## config.mk

```make
export PLATFORM = sky130hd
export DESIGN_NAME = seq_detector_param_flat
export DESIGN_NICKNAME = d
export VERILOG_FILES = /design/src/rtl/seq_det_pkg.sv /design/src/rtl/seq_detector_param_if.sv /design/src/rtl/seq_det_hit_counter.sv /design/src/rtl/seq_detector_param.sv /design/src/flat_wrapper.sv
export SDC_FILE = /design/constraint.sdc
export NUM_CORES = 1
export LEC_CHECK = 0
export CORE_UTILIZATION = 45
export CTS_CLUSTER_SIZE = 14
export DETAILED_ROUTE_END_ITERATION = 10
export GPL_ROUTABILITY_DRIVEN = 0
export PLACE_DENSITY = 0.85
export SKIP_CTS_REPAIR_TIMING = 1
export SLEW_MARGIN = 0
export SYNTH_ARGS = -nofsm -noshare
export SYNTH_HDL_FRONTEND = slang
export SYNTH_SLANG_ARGS = --single-unit
```

## constraint.sdc

```tcl
create_clock -name clk -period 2.3 [get_ports clk]
set_input_delay 0.575 -clock clk [delete_from_list [all_inputs] [get_ports clk]]
set_output_delay 0.575 -clock clk [all_outputs]
set_load 0.005 [all_outputs]
```

## src/rtl/seq_det_pkg.sv

```systemverilog
// Shared defaults and helpers for the parametrised serial sequence detector.
package seq_det_pkg;

    localparam int                         DEFAULT_PAT_W = 4;
    localparam logic [DEFAULT_PAT_W-1:0]   DEFAULT_PAT   = 4'b1010;
    localparam int                         DEFAULT_LEN   = DEFAULT_PAT_W;
    localparam int                         DEFAULT_CNT_W = 8;

    // A requested length of 0 or anything beyond the history depth makes no
    // sense, so it falls back to the full pattern width.
    function automatic int clamp_len(input int len_in, input int pat_w);
        if (len_in < 1 || len_in > pat_w) begin
            return pat_w;
        end
        return len_in;
    endfunction

endpackage

```

## src/rtl/seq_detector_param_if.sv

```systemverilog
// Bit-stream, configuration and status bundle of the sequence detector.
// The master side is the bit source / control logic, the slave is the detector.
interface seq_detector_param_if
    import seq_det_pkg::*;
#(
    parameter int PAT_W = DEFAULT_PAT_W,
    parameter int CNT_W = DEFAULT_CNT_W,
    parameter int LEN_W = $clog2(PAT_W + 1)
);

    logic             en;
    logic             b;
    logic             overlap;
    logic             pat_load;
    logic [PAT_W-1:0] pat_in;
    logic [PAT_W-1:0] mask_in;
    logic [LEN_W-1:0] len_in;
    logic             cnt_clr;
    logic             a;
    logic [CNT_W-1:0] hit_cnt;
    logic             cnt_sat;

    modport master (
        output en, b, overlap, pat_load, pat_in, mask_in, len_in, cnt_clr,
        input  a, hit_cnt, cnt_sat
    );

    modport slave (
        input  en, b, overlap, pat_load, pat_in, mask_in, len_in, cnt_clr,
        output a, hit_cnt, cnt_sat
    );

endinterface

```

## src/rtl/seq_det_hit_counter.sv

```systemverilog
// Saturating match counter; a clear wins over a same-cycle increment.
module seq_det_hit_counter
    import seq_det_pkg::*;
#(
    parameter int CNT_W = DEFAULT_CNT_W
) (
    input  logic             clk,
    input  logic             reset,
    input  logic             inc_i,
    input  logic             clr_i,
    output logic [CNT_W-1:0] count_o,
    output logic             sat_o
);

    logic [CNT_W-1:0] count_q;
    logic [CNT_W-1:0] count_d;
    logic             sat;

    assign sat = &count_q;

    // Next count: clear first, then increment unless already pinned at all-ones.
    always_comb begin
        count_d = count_q;
        if (clr_i) begin
            count_d = '0;
        end else if (inc_i && !sat) begin
            count_d = count_q + 1'b1;
        end
    end

    // Count register.
    always_ff @(posedge clk) begin
        if (reset) begin
            count_q <= '0;
        end else begin
            count_q <= count_d;
        end
    end

    assign count_o = count_q;
    assign sat_o   = sat;

endmodule

```

## src/rtl/seq_detector_param.sv

```systemverilog
// Serial-bit sequence detector with runtime pattern/mask/length, selectable
// overlapping matching, optional registered strobe and a saturating hit count.
module seq_detector_param
    import seq_det_pkg::*;
#(
    parameter int               PAT_W       = DEFAULT_PAT_W,
    parameter logic [PAT_W-1:0] PAT_DEFAULT = DEFAULT_PAT,
    parameter int               CNT_W       = DEFAULT_CNT_W,
    parameter int               REG_OUT     = 0
) (
    input  logic                 clk,
    input  logic                 reset,
    seq_detector_param_if.slave  bus
);

    localparam int               LEN_W    = $clog2(PAT_W + 1);
    localparam logic [LEN_W-1:0] LEN_MAX  = LEN_W'(PAT_W);
    localparam logic [LEN_W-1:0] FILL_MAX = LEN_W'(PAT_W - 1);

    // Configuration registers.
    logic [PAT_W-1:0] pat_q;
    logic [PAT_W-1:0] mask_q;
    logic [LEN_W-1:0] len_q;

    // Only PAT_W-1 past bits are ever needed: the newest window bit is b itself.
    logic [PAT_W-2:0] hist_q;
    logic [PAT_W-2:0] hist_d;
    logic [LEN_W-1:0] fill_q;
    logic [LEN_W-1:0] fill_d;

    logic [PAT_W-1:0] window;
    logic [PAT_W-1:0] active;
    logic [LEN_W-1:0] len_load;
    logic             fill_ok;
    logic             hit;

    // Window bit i is compared only while it lies inside the active length.
    genvar gi;
    generate
        for (gi = 0; gi < PAT_W; gi++) begin : g_active
            assign active[gi] = (LEN_W'(gi) < len_q);
        end
    endgenerate

    assign len_load = LEN_W'(clamp_len(int'(bus.len_in), PAT_W));

    // Match compare over the current window; a load cycle never matches.
    always_comb begin
        window  = {hist_q, bus.b};
        fill_ok = (fill_q >= (len_q - 1'b1));
        hit     = bus.en && !bus.pat_load && fill_ok &&
                  (((window ^ pat_q) & mask_q & active) == '0);
    end

    // History shift and fill tracking; non-overlapping mode restarts after a hit.
    always_comb begin
        hist_d = window[PAT_W-2:0];
        if (hit && !bus.overlap) begin
            fill_d = '0;
        end else if (fill_q == FILL_MAX) begin
            fill_d = fill_q;
        end else begin
            fill_d = fill_q + 1'b1;
        end
    end

    // Config, history and fill state; a load wipes any partial match.
    always_ff @(posedge clk) begin
        if (reset) begin
            pat_q  <= PAT_DEFAULT;
            mask_q <= '1;
            len_q  <= LEN_MAX;
            hist_q <= '0;
            fill_q <= '0;
        end else if (bus.pat_load) begin
            pat_q  <= bus.pat_in;
            mask_q <= bus.mask_in;
            len_q  <= len_load;
            hist_q <= '0;
            fill_q <= '0;
        end else if (bus.en) begin
            hist_q <= hist_d;
            fill_q <= fill_d;
        end
    end

    // Detect strobe: straight from the compare, or delayed by one register.
    generate
        if (REG_OUT != 0) begin : g_reg_out
            logic a_q;

            // Registered strobe, cleared by reset.
            always_ff @(posedge clk) begin
                if (reset) begin
                    a_q <= 1'b0;
                end else begin
                    a_q <= hit;
                end
            end

            assign bus.a = a_q;
        end else begin : g_mealy_out
            assign bus.a = hit;
        end
    endgenerate

    seq_det_hit_counter #(
        .CNT_W (CNT_W)
    ) u_hit_counter (
        .clk     (clk),
        .reset   (reset),
        .inc_i   (hit),
        .clr_i   (bus.cnt_clr),
        .count_o (bus.hit_cnt),
        .sat_o   (bus.cnt_sat)
    );

endmodule

```

## src/flat_wrapper.sv

```systemverilog
// flat-port wrapper written by rule: the top's interface ports become plain ports
module seq_detector_param_flat import seq_det_pkg::*;
#(
    parameter int               PAT_W       = DEFAULT_PAT_W,
    parameter logic [PAT_W-1:0] PAT_DEFAULT = DEFAULT_PAT,
    parameter int               CNT_W       = DEFAULT_CNT_W,
    parameter int               REG_OUT     = 0
)
  (clk, reset, bus_en, bus_b, bus_overlap, bus_pat_load, bus_pat_in, bus_mask_in, bus_len_in, bus_cnt_clr, bus_a, bus_hit_cnt, bus_cnt_sat);
  seq_detector_param_if #(.PAT_W(PAT_W), .CNT_W(CNT_W)) bus_i ();
  input  logic clk;
  input  logic reset;
  input wire logic [$bits(bus_i.en)-1:0] bus_en;
  input wire logic [$bits(bus_i.b)-1:0] bus_b;
  input wire logic [$bits(bus_i.overlap)-1:0] bus_overlap;
  input wire logic [$bits(bus_i.pat_load)-1:0] bus_pat_load;
  input wire logic [$bits(bus_i.pat_in)-1:0] bus_pat_in;
  input wire logic [$bits(bus_i.mask_in)-1:0] bus_mask_in;
  input wire logic [$bits(bus_i.len_in)-1:0] bus_len_in;
  input wire logic [$bits(bus_i.cnt_clr)-1:0] bus_cnt_clr;
  output wire logic [$bits(bus_i.a)-1:0] bus_a;
  output wire logic [$bits(bus_i.hit_cnt)-1:0] bus_hit_cnt;
  output wire logic [$bits(bus_i.cnt_sat)-1:0] bus_cnt_sat;
  assign bus_i.en = bus_en;
  assign bus_i.b = bus_b;
  assign bus_i.overlap = bus_overlap;
  assign bus_i.pat_load = bus_pat_load;
  assign bus_i.pat_in = bus_pat_in;
  assign bus_i.mask_in = bus_mask_in;
  assign bus_i.len_in = bus_len_in;
  assign bus_i.cnt_clr = bus_cnt_clr;
  assign bus_a = bus_i.a;
  assign bus_hit_cnt = bus_i.hit_cnt;
  assign bus_cnt_sat = bus_i.cnt_sat;
  seq_detector_param #(.PAT_W(PAT_W), .PAT_DEFAULT(PAT_DEFAULT), .CNT_W(CNT_W), .REG_OUT(REG_OUT)) u_core (.clk(clk), .reset(reset), .bus(bus_i));
endmodule
```

After elaboration in Yosys (flattened, before gate mapping)
Cells that the tools add are included.

storage, ports and cells
  bits in registers = 25
  bits of input ports = 18
  word-level logic and storage cells = 40
  output and inout bits = 10

cells by class
  magnitude comparators = 7
  add/subtract/negate cells = 3
  bitwise logic cells = 3
  mux-type cells = 5
  eq/ne operators = 2
  reductions and logical operators = 14

operator list
  kind                   number
  $mux W3                4
  $add A8 B1 Y8 const B  1
  $and A4 B4 Y4          2
  $reduce_and A8 Y1      1
  $lt A1 B3 Y1 const A   2
  $lt A2 B3 Y1 const A   2
  $logic_and A1 B1 Y1    5
  $logic_not A4 Y1       1
  $reduce_or A2 Y1       2
  $xor A4 B4 Y4          1
  $add A3 B1 Y3 const B  1
  $eq A3 B2 Y1 const B   1
  $ge A3 B3 Y1           1
  $gt A3 B3 Y1 const B   1
  $logic_not A1 Y1       3
  $lt A3 B1 Y1 const B   1
  $sub A3 B1 Y3 const B  1
  $ne A2 B1 Y1 const B   1
  $reduce_and A2 Y1      1
  $logic_or A1 B1 Y1     1
  $mux W1                1

Logic depth before layout (Yosys ltp)
  word-level depth = 8
  gate-level depth with buffers = 8
  gate-level depth less buffers = 8

Cells and area by module
From an unflattened synthesis, not the netlist that was laid out.

unflattened totals
  cells, all modules = 146
  area total of the unflattened synthesis = 1346.3 um^2

modules (own cells, without submodules)
  module               cells an instance  seq. area each (um^2)  times used  area an instance (um^2)
  seq_detector_param   101                340.3                  1           920.9
  seq_det_hit_counter  45                 160.2                  1           425.4

Least setup slack after synthesis
OpenSTA, ideal clock, no wires.

  path kind = reg-to-output
  from = register u_core.len_q[0]
  to = output bus_a
  stages on the path, launching flop included = 8
  buffers on the path = 0
  path slack = 0.045 ns
  data arrival time = 1.680 ns
  data required time = 1.725 ns
  cells stage by stage = dfxtp_1 > inv_1 > ha_1 > ha_1 > a21o_1 > a21oi_1 > or2_0 > inv_1

on the way
  word-level cells in the longest chain between the ends = 4
  elaborated cells between the ends (all ways) = 10
  classes of those cells = 1 x add/sub; 5 x order compare; 1 x bitwise; 3 x reduce/logical

RTL lines
  what                                                     RTL line                                            source
  start, declared                                          seq_detector_param.sv:23                            logic [LEN_W-1:0] len_q;
  start signal, assigned                                   seq_detector_param.sv:78                            len_q <= len_load;
  $sub A3 B1 Y3, or another cell as far along              seq_detector_param.sv:50                            fill_ok = (fill_q >= (len_q - 1'b1));
  $ge A3 B3 Y1 or $and A4 B4 Y4 (tied branches)            seq_detector_param.sv:50, seq_detector_param.sv:52
  $logic_and A1 B1 Y1 or $logic_not A4 Y1 (tied branches)  seq_detector_param.sv:51, seq_detector_param.sv:52
  $logic_and A1 B1 Y1 (*)                                  seq_detector_param.sv:51                            hit = bus.en && !bus.pat_load && fill_ok &&
  end, declared                                            flat_wrapper.sv:21                                  output wire logic [$bits(bus_i.a)-1:0] bus_a;

Every way passes the cells marked *; elsewhere a longest branch is shown, timed or not.

Worst setup path in the final report
Ends and elaborated chain as after synthesis.

==> impl_metrics.csv <==
group,metric,value,unit
drt,detail_route.wirelength,3130,um
timing,fin_crit,2.42,ns
timing,post-route-worst-setup-slack,-0.118,ns
timing,max-slew-margin-rel,65.2,%
synthesis,top_cells_by_area_in_the_synthesized_netlist,"dfxtp_1 38%, ha_1 7.6%, mux2i_1 6.1%, nand2_1 4.3%, nor2_1 4.0%",
run_status,outcome,"finished with violations",
synthesis,yosysTopAreaCellShare,38.1,%
critical_path,critical_path_endpoint_category,"output pin",
grt,global_route_wire_length_before_repair,4980,um
synthesis,synth_cells,149,
synthesis,synth.ff_latch_count,25,
floorplan,core,2760,sq um
clock_network,clock_tree.htree_level_count,1,
place,dpl.cell_count,215,
run_status,failed_checks,"setup timing",
drt,drtPass1Iterations,4,
timing,pin_slew_with_the_least_headroom_to_its_limit,0.520,ns
place,detailed_place_hpwl,2140,um
floorplan,fp.dieH,56.0,um
cells_and_area,final.fill_count,197,
cells_and_area,nNetsFinal,225,
timing,clock_skew,0.00738,ns
synthesis,ys.flop_type,"dfxtp_1",
drt,dr.first_iter.drc_count,23,
floorplan,rows,19,
timing,fin_worst_hold_slack,0.503,ns
cells_and_area,areaGrowthSynthToFinish,43.8,%
critical_path,worstPathArrival,1.84,ns
place,port_buffers,27,
cells_and_area,antenna_cells_inserted,0,
clock_network,clock-root-buffer,"clkbuf_4",
critical_path,worst_path_required,1.73,ns
timing,hold_violations,0,
drt,postRouteAntennaNets,0,
synthesis,edff_count_synth,0,
place,dpl-instance-area,1690,sq um
synthesis,synth_nets,175,
grt,maximum_number_of_pins_on_one_net_before_global_route_repair,21,
clock_network,cts_tree,"yes",
critical_path,path_max_fanout,2,
timing,period_share,105,%
min_path,hold_class,"flip-flop to flip-flop",
floorplan,die_w,56.0,um
synthesis,yosys.cell_types.count,35,
drt,via_per_inst,5.38,
synthesis,synth_area_leader_cell,"dfxtp_1",
run,max-cap-violations,0,
power,power_leakage,0.821,nW
cells_and_area,finished_layout_cells,229,
grt,grt_usage,19.4,%
grt,antenna_found_initial,0,
grt,grt_remaining_overflow,0,
critical_path,crit_type,"flip-flop to output pin",
floorplan,floorplan.die_area,3140,sq um
clock_network,tritoncts_num_sinks,25,
drt,remaining_drc_errors,0,
drt,drt-wirelength-per-cell,13.7,um
timing,setup_violations,1,
floorplan,floorplan.initialDensity,47.6,%
timing,maxSlewViolCount,0,
clock_network,cts.path.max_buffers,2,
power,peakVddDrop,0.385,mV
cells_and_area,layout_common_cells,"22 x clkdlybuf4s50_1, 22 x buf_4, 19 x dfxtp_1",
synthesis,yosysWarningCount,0,
cells_and_area,finish.utilization,68.5,%
grt,via_count_of_the_first_global_routing_pass,1194,
synthesis,synthesis.area_per_instance,8.82,sq um
cells_and_area,final_area,1890,sq um
critical_path,start_kind,"flip-flop",
timing,max_clock_freq,414,MHz
timing,setup_repair_after_global_routing_missed_its_margin,"yes",
power,power_density,414,nW/um^2
clock_network,cts.clk_slew.worst_paths,0.13,ns
place,post-place-ws,-0.587,ns
synthesis,ys_seq_area_share,38.1,%
cells_and_area,drive_above_1_share,26.8,%
synthesis,mappedNetlistArea,1310,sq um
drt,routed-via-count,1233,
synthesis,asyncSetResetFlopFracSynth,0,%
critical_path,regToRegSetupSlack,0.12,ns
clock_network,clk_latency,0.31,ns
floorplan,num_io_pins,28,
clock_network,cts_buffers,3,
metal layers:
metal | up-vias | global-route usage [%] | wire length [um]
li1 | 621 | - | -
met5 | - | 0 | 0
met1 | 575 | 23.8 | 1410
met3 | 8 | 1.63 | 88
met4 | 0 | 4.18 | 68
met2 | 29 | 36.7 | 1570
synth_stat cells (3+ instances only):
library cell	count
clkbuf_1	4
nor2b_1	7
nand2b_1	4
nand2_1	15
a21oi_1	9
nor2_1	14
o21ai_0	5
or3_1	3
mux2i_1	8
nand3_1	3
ha_1	8
dfxtp_1	25
inv_1	6
a211o_1	6
nor3_1	3
xor2_1	4
registers in the layout, indices dropped and copies added (netlist names):
name	flops
u_core.len_q	3
u_core.hist_q	3
u_core.u_hit_counter.count_o	8
u_core.pat_q	4
u_core.fill_q	3
u_core.mask_q	4
cell type report:
| cell class | instances | area, sq um | share of cell area [%] |
|---|---|---|---|
| repair buffers | 51 | 463 | 24.5 |
| flip-flops and latches | 25 | 513 | 27.2 |
| inverters | 7 | 26.3 | 1.39 |
| clock buffers | 4 | 26.3 | 1.39 |
| multi-input cells | 111 | 822 | 43.5 |
| well taps | 31 | 38.8 | 2.05 |
critical path, cell delays in order (launching register included):
cell and delay (ns):
dfxtp_2 0.36, inv_2 0.06, buf_6 0.11, ha_1 0.27, nand2b_4 0.14, a21o_1 0.18
a21oi_2 0.15, or2_1 0.14, inv_1 0.04, clkbuf_2 0.10
power by group:
group          switching (mW)  internal [mW]
clock                   0.122         0.0677
sequential             0.0108          0.445
combinational          0.0573         0.0797
stage by stage:
step	total power, mW	TNS (ns)
6_report	0.782	-0.118
4_1_cts	0.771	-0.844
5_1_grt	0.817	-0.187
3_3_place_gp	0.582	-1.15
2_1_floorplan	0.531	0
3_5_place_dp	0.588	-1.46
worst paths after layout:
kind,cells after the start,startpoint,endpoint
max,9,u_core.len_q[0]$_SDFFE_PP0P_,bus_a
min,2,u_core.u_hit_counter.count_o[4]$_SDFFE_PP0P_,u_core.u_hit_counter.count_o[4]$_SDFFE_PP0P_
max reg2reg,10,u_core.len_q[1]$_SDFFE_PP0P_,u_core.u_hit_counter.count_o[2]$_SDFFE_PP0P_
min reg2reg,2,u_core.u_hit_counter.count_o[4]$_SDFFE_PP0P_,u_core.u_hit_counter.count_o[4]$_SDFFE_PP0P_
logic make-up after synthesis:
| kind of cell | count (synthesis) | share of synthesized area, % |
|---|---|---|
| compound gates | 30 | 16.6 |
| flops | 25 | 38.1 |
| simple gates | 59 | 23.0 |
| xor+xnor | 6 | 4.00 |
| buf+inv | 13 | 4.57 |
| fa+ha+maj | 8 | 7.62 |
| mux | 8 | 6.10 |
Power figures use the tool's default switching activity.
